**config.mk**
```make
export PLATFORM = sky130hd
export DESIGN_NAME = trap_sequencer
export DESIGN_NICKNAME = d
export VERILOG_FILES = /design/src/rtl/trap_sequencer.sv
export SDC_FILE = /design/constraint.sdc
export NUM_CORES = 1
export LEC_CHECK = 0
export ABC_AREA = 1
export BUFFER_PORTS_ARGS = -buffer_cell sky130_fd_sc_hd__buf_2
export CORE_ASPECT_RATIO = 0.7
export CORE_UTILIZATION = 47
export CTS_CLUSTER_DIAMETER = 80
export CTS_CLUSTER_SIZE = 20
export DETAILED_ROUTE_END_ITERATION = 16
export PLACE_DENSITY_LB_ADDON = 0.12
export SLEW_MARGIN = 20
export SYNTH_ARGS = -nofsm -noshare
export SYNTH_HDL_FRONTEND = slang
export SYNTH_SLANG_ARGS = --single-unit
```
**constraint.sdc**
```tcl
create_clock -name clk -period 2 [get_ports clk]
set_input_delay 0.3 -clock clk [delete_from_list [all_inputs] [get_ports clk]]
set_output_delay 0.3 -clock clk [all_outputs]
set_load 0.005 [all_outputs]
```
**src/rtl/trap_sequencer.sv**
```systemverilog
// trap_sequencer: arbitrates synchronous exceptions and interrupts into a
// four-state trap commit sequence (capture, flush, redirect+commit).
module trap_sequencer #(
  parameter int NUM_SRC = 4,
  parameter int CODE_W = 5,
  parameter int ID_W = 3,
  parameter logic [CODE_W-1:0] IRQ_CODE = CODE_W'(11)
) (
  input  logic                      clk,
  input  logic                      rst,
  input  logic [NUM_SRC-1:0]        req_valid,
  input  logic [NUM_SRC*CODE_W-1:0] req_code,
  input  logic [NUM_SRC*32-1:0]     req_tval,
  input  logic [NUM_SRC*ID_W-1:0]   req_id,
  output logic [NUM_SRC-1:0]        req_ack,
  input  logic                      irq,
  input  logic                      irq_en,
  input  logic                      pipeline_idle,
  output logic                      issue_hold,
  output logic                      fetch_flush,
  output logic                      fetch_pc_override,
  output logic                      trap_valid,
  output logic [CODE_W-1:0]         trap_code,
  output logic [31:0]               trap_tval,
  output logic [ID_W-1:0]           trap_id,
  output logic                      trap_is_irq,
  output logic [7:0]                trap_count
);
  localparam logic [1:0] IDLE = 2'd0, DRAIN = 2'd1, FLUSH1 = 2'd2, FLUSH2 = 2'd3;
  logic [1:0] state, state_nxt;
  logic [NUM_SRC-1:0] grant;
  logic [CODE_W-1:0] sel_code;
  logic [31:0] sel_tval;
  logic [ID_W-1:0] sel_id;
  logic any_req, accept, irq_take;
  // descending scan leaves the lowest set index as the winner
  always_comb begin
    grant = '0;
    sel_code = '0;
    sel_tval = '0;
    sel_id = '0;
    for (int i = NUM_SRC - 1; i >= 0; i--)
      if (req_valid[i]) begin
        grant = '0;
        grant[i] = 1'b1;
        sel_code = req_code[i*CODE_W +: CODE_W];
        sel_tval = req_tval[i*32 +: 32];
        sel_id = req_id[i*ID_W +: ID_W];
      end
  end
  assign any_req = |req_valid;
  assign accept = rst && any_req && (state == IDLE || state == DRAIN);
  assign irq_take = rst && !any_req && state == DRAIN && irq && irq_en && pipeline_idle;
  always_comb
    state_nxt = (accept || irq_take) ? FLUSH1 :
                state == FLUSH1 ? FLUSH2 :
                state == FLUSH2 ? IDLE :
                (irq && irq_en) ? DRAIN : IDLE;
  assign req_ack = accept ? grant : '0;
  assign issue_hold = rst && state != IDLE;
  assign fetch_flush = rst && state == FLUSH1;
  assign fetch_pc_override = rst && state == FLUSH2;
  assign trap_valid = rst && state == FLUSH2;
  always_ff @(posedge clk)
    if (!rst) begin
      state <= IDLE;
      trap_code <= '0;
      trap_tval <= '0;
      trap_id <= '0;
      trap_is_irq <= 1'b0;
      trap_count <= '0;
    end else begin
      state <= state_nxt;
      if (accept) begin
        trap_code <= sel_code;
        trap_tval <= sel_tval;
        trap_id <= sel_id;
        trap_is_irq <= 1'b0;
      end else if (irq_take) begin
        trap_code <= IRQ_CODE;
        trap_tval <= '0;
        trap_id <= '0;
        trap_is_irq <= 1'b1;
      end
      if (state == FLUSH2 && trap_count != 8'hff) trap_count <= trap_count + 8'd1;
    end
endmodule

```
### After elaboration in Yosys (flattened, before gate mapping)

Index checks and enable logic that the tools add are counted.

* register bits after elaboration: 51
* word-level logic and storage cells: 61
* output and inout port bits: 57

* $add $sub $neg: 1
* equal/unequal tests: 4
* bitwise operators: 1
* multiplexer cells: 27
* reduce and logical (&&, ||, !) cells: 21

Operator list (number)
* 32-bit 2-to-1 mux: 6
* 5-bit 2-to-1 mux: 6
* 4-bit 2-to-1 mux: 5
* 3-bit 2-to-1 mux: 6
* 1-bit logical AND: 12
* 8-bit by 1-bit adder with 8-bit output (second input constant): 1
* 8-bit inequality test (second input constant): 1
* 2-bit == test (second input constant): 2
* 2-bit 2-to-1 mux: 2
* 2-bit nonzero test: 2
* 2-bit OR reduction: 2
* 4-bit OR reduction: 1
* 2-bit by 1-bit == test with 1-bit output (second input constant): 1
* 2-bit logical NOT: 1
* 1-bit logical OR: 2
* 1-bit 2-to-1 mux: 2
* 1-bit logical NOT: 1
* 1-bit NOT: 1

### Longest topological paths before layout

* depth in word-level cells: 9
* mapped depth: 9
* gate-level depth less buffers: 8

### Worst setup path after synthesis

No wires, ideal clock.

* path type: input-to-output
* start: input req_valid[2]
* end: output req_ack[3]
* arrival: 1.058 ns
* buffers on the path: 2
* slack: 0.642 ns
* stages on the path: 6
* cell sequence: buf_2 -> nor2_1 -> nand2_2 -> nand2_2 -> buf_2 -> nor4_1

* longest elaborated chain between the ends: 4
* elaborated cells on any way between the ends: 7

RTL lines
* start, declared: line 11 `input logic [NUM_SRC-1:0] req_valid,`
* 4-bit 2-to-1 mux / 4-bit OR reduction (equally long branches): line 43, 51
* 4-bit 2-to-1 mux / 1-bit logical AND (equally long branches) (2 in series): line 43, 52
* 4-bit 2-to-1 mux *: line 59 `assign req_ack = accept ? grant : '0;`
* end, declared: line 15 `output logic [NUM_SRC-1:0] req_ack,`

Every way passes the cells marked *; elsewhere a longest branch is shown, timed or not.

### Final worst setup path

* start: register state[1]
* end: output req_ack[3]

* longest elaborated chain between the ends: 4
* elaborated cells on any way between the ends: 5

RTL lines
* start, declared: line 30 `logic [1:0] state, state_nxt;`
* start signal, assigned: line 73 `state <= state_nxt;`
* 2-bit by 1-bit == test with 1-bit output / 2-bit logical NOT (equally long branches): line 52 `assign accept = rst && any_req && (state == IDLE || state == DRAIN);`
* 1-bit logical OR *: line 52
* 1-bit logical AND *: line 52
* 4-bit 2-to-1 mux *: line 59

Marks and branches as above.

==> out/qor.txt <==
Status -> complete, no violations
RSZ-0062 raised after global routing -> false
PnR worst setup slack -> 0.1486 ns
DRC -> 0
Chip height -> 74.92 µm
Cell Pwr Density -> 525.4 nW/µm²
Routed wire per std cell -> 12.57 µm
Period minus WS final -> 1.851 ns
Yosys warnings -> 0
VDD IR-drop max -> 0.2847 mV
Via count -> 4480
Post-Synthesis Cells -> 589
Internal -> 1.754 mW
DRT Wirelength -> 11170 µm
First-pass GRT wire length -> 17680 µm
Antenna violations before repair -> 0
Port bufs -> 225
Largest net degree at the start of global routing -> 79
Root buffer cell -> clkbuf_8
Clock power share -> 23.1%
ANT cells -> 0
Most frequent cells in the layout -> buf_2 (225), nand2_1 (182), nand3_1 (90)
Reg-to-reg slack, setup -> 0.48 ns
CP Data Required Time -> 1.70 ns
Setup TNS Final -> 0 ns
CP max stage cell -> dfxtp_1
Vias in the first global route -> 3986
Fin cells -> 889
CTS sink count -> 51
Tcrit/Tclk final -> 92.57%
Die width -> 106.2 µm
Max incr delay on CP -> 0.35 ns
Clk_lat worst skew -> 0.30 ns
CP arrival -> 1.55 ns
Placed insts -> 882
Nets -> 961
HP Class -> in2reg
Switching pwr -> 0.7901 mW
Top post-synthesis cells by area -> dfxtp_1 (29%), nand2_1 (19%), nand3_1 (13%)
Number of synthesized register bits -> 51
First DRT Iteration DRCs -> 254
Worst Path Max Fanout -> 32
Core ar. -> 7320 µm²
Reported max-cap violation count -> 0
F_max -> 540.1 MHz
Worst setup path category -> reg2out
Crit-path cells -> nor2_2 > nand2_2 > buf_12 > nor4_2 > buf_2
Clk_skew -> 0.003033 ns
Fin. Hold Viols -> 0
Die area -> 7953 µm²
CTS buffer count -> 5
Remaining global-route overflow -> 0
Most common cell after layout, fill and taps aside -> buf_2
Slew HR -> 70.00%
Final ANT Viol Nets -> 0
Cell Area, Placed -> 4748 µm²
Pins Over Slew Limit -> 0
CTS tree -> built
Sw frac -> 31.06%
Post-synthesis net count -> 759
Number of placed I/O pins -> 226
Post-synthesis sequential area ratio -> 28.60%
Top cell type's share of synthesized area -> 28.60%
Worst Tran Pin Value -> 0.4500 ns
Fin area -> 4842 µm²
Pre-CTS setup slack -> 0.1750 ns
Synth Area per Inst -> 6.061 µm²
GRT Util Overall -> 27.60%
Htree depth -> 2
Critical path capture point type -> output pin
Crit path launch type -> register
Cell taking the most area after synthesis -> dfxtp_1
Final setup viols -> 0
CTS Hold Bufs -> 0
Leakage -> 2.496 nW
Clock-pin slew on the worst setup and hold paths -> 0.09 ns
Detailed Place HPWL -> 8565 µm
Layout area overhead -> 35.65%
Logic pwr share -> 31.7%
Drt pass-1 iters -> 4
DR vias/cell -> 5.039
Initial core utilization -> 48.77%
Seq pwr share -> 45.2%
Num rows -> 26
Routability congestion estimate -> 0.8394
Distinct cells, synth -> 26
Maximum clock path buffer count -> 2
Layout cells sized above 1 -> 37.04%
Synthesized area -> 3570 µm²
power by group through the flow:
stage / clock network (mW) / registers (mW) / logic [mW]
global route: 0.641 / 1.16 / 0.904
floorplan: 0 / 1.18 / 0.448
finish: 0.588 / 1.15 / 0.805
global placement: 0 / 1.17 / 0.786
CTS: 0.603 / 1.15 / 0.809
detailed placement: 0 / 1.17 / 0.806
logic make-up after synthesis:
kind of cell,count (synthesis),synth area share [%]
AO/OA/AOI/OAI,46,6.485
adder cells (fa/ha/maj),1,0.3505
buffers and inverters,61,8.307
flip-flops,51,28.60
AND/OR/NAND/NOR,430,56.26
final cells by class:
type	instances	area [µm²]
fillers	702	2477
multi-input cells	477	2266
repair buffers	239	1281
flip-flops and latches	51	1021
well taps	98	122.6
clock buffers	6	82.58
inverters	17	63.81
clock inverters	1	5.005
synthesized netlist by cell type:
| master | count |
|---|---|
| nand4_1 | 5 |
| ha_1 | 1 |
| o21ai_0 | 4 |
| nor4_1 | 1 |
| dfxtp_1 | 51 |
| buf_6 | 5 |
| clkbuf_1 | 16 |
| or2_1 | 1 |
| or2_2 | 37 |
| nand2_1 | 182 |
| buf_1 | 3 |
| buf_2 | 18 |
| inv_1 | 15 |
| nand3b_1 | 38 |
| nor2_4 | 1 |
| nor2_2 | 1 |
| a21oi_1 | 41 |
| nor3_1 | 2 |
| inv_2 | 1 |
| nand3_1 | 90 |
| nor2_1 | 67 |
| nand3_2 | 1 |
| clkinv_1 | 1 |
| buf_4 | 2 |
| a31oi_1 | 1 |
| nand2_2 | 4 |
layer usage:
layer	global-route usage (%)	up-vias	wire, µm
met4	8.488	0	187
met3	4.935	19	674
met1	32.22	1986	4904
met2	52.45	171	5406
met5	0	-	0
li1	-	2304	-
registers in the layout (all words and copies together), names as in the netlist:
name,cells
trap_is_irq,1
trap_count,8
trap_code,5
trap_tval,32
trap_id,3
state,2
final timing paths:
check | depth (start not counted) | start | to
hold / removal | 5 | req_tval[101] | trap_tval[5]
setup reg to reg | 8 | trap_count[0] | trap_count[7]
hold reg to reg | 2 | trap_is_irq | trap_is_irq
setup / recovery | 5 | state[1] | req_ack[3]
worst max-delay path, delay by kind of cell (launching register included):
kind	cells	cell delay [ns]
DFF	1	0.35
buffers and inverters	2	0.36
and+or+nand+nor	3	0.55
metrics by stage:
stage | hold WS (ns) | power [mW] | util [%]
floorplan | 0.4420 | 1.624 | -
global placement | 0.4334 | 1.957 | 64.87
detailed placement | 0.4403 | 1.980 | 64.87
CTS | 0.3585 | 2.562 | 66.07
global route | 0.3880 | 2.705 | 66.15
finish | 0.3637 | 2.544 | 66.15
timing repair:
item	4_1_cts	5_1_grt
endpoints found under the setup margin	0	1
buffers inserted	0	0
gates resized for setup	0	1
No activity file was read; power rests on OpenSTA's default activity.
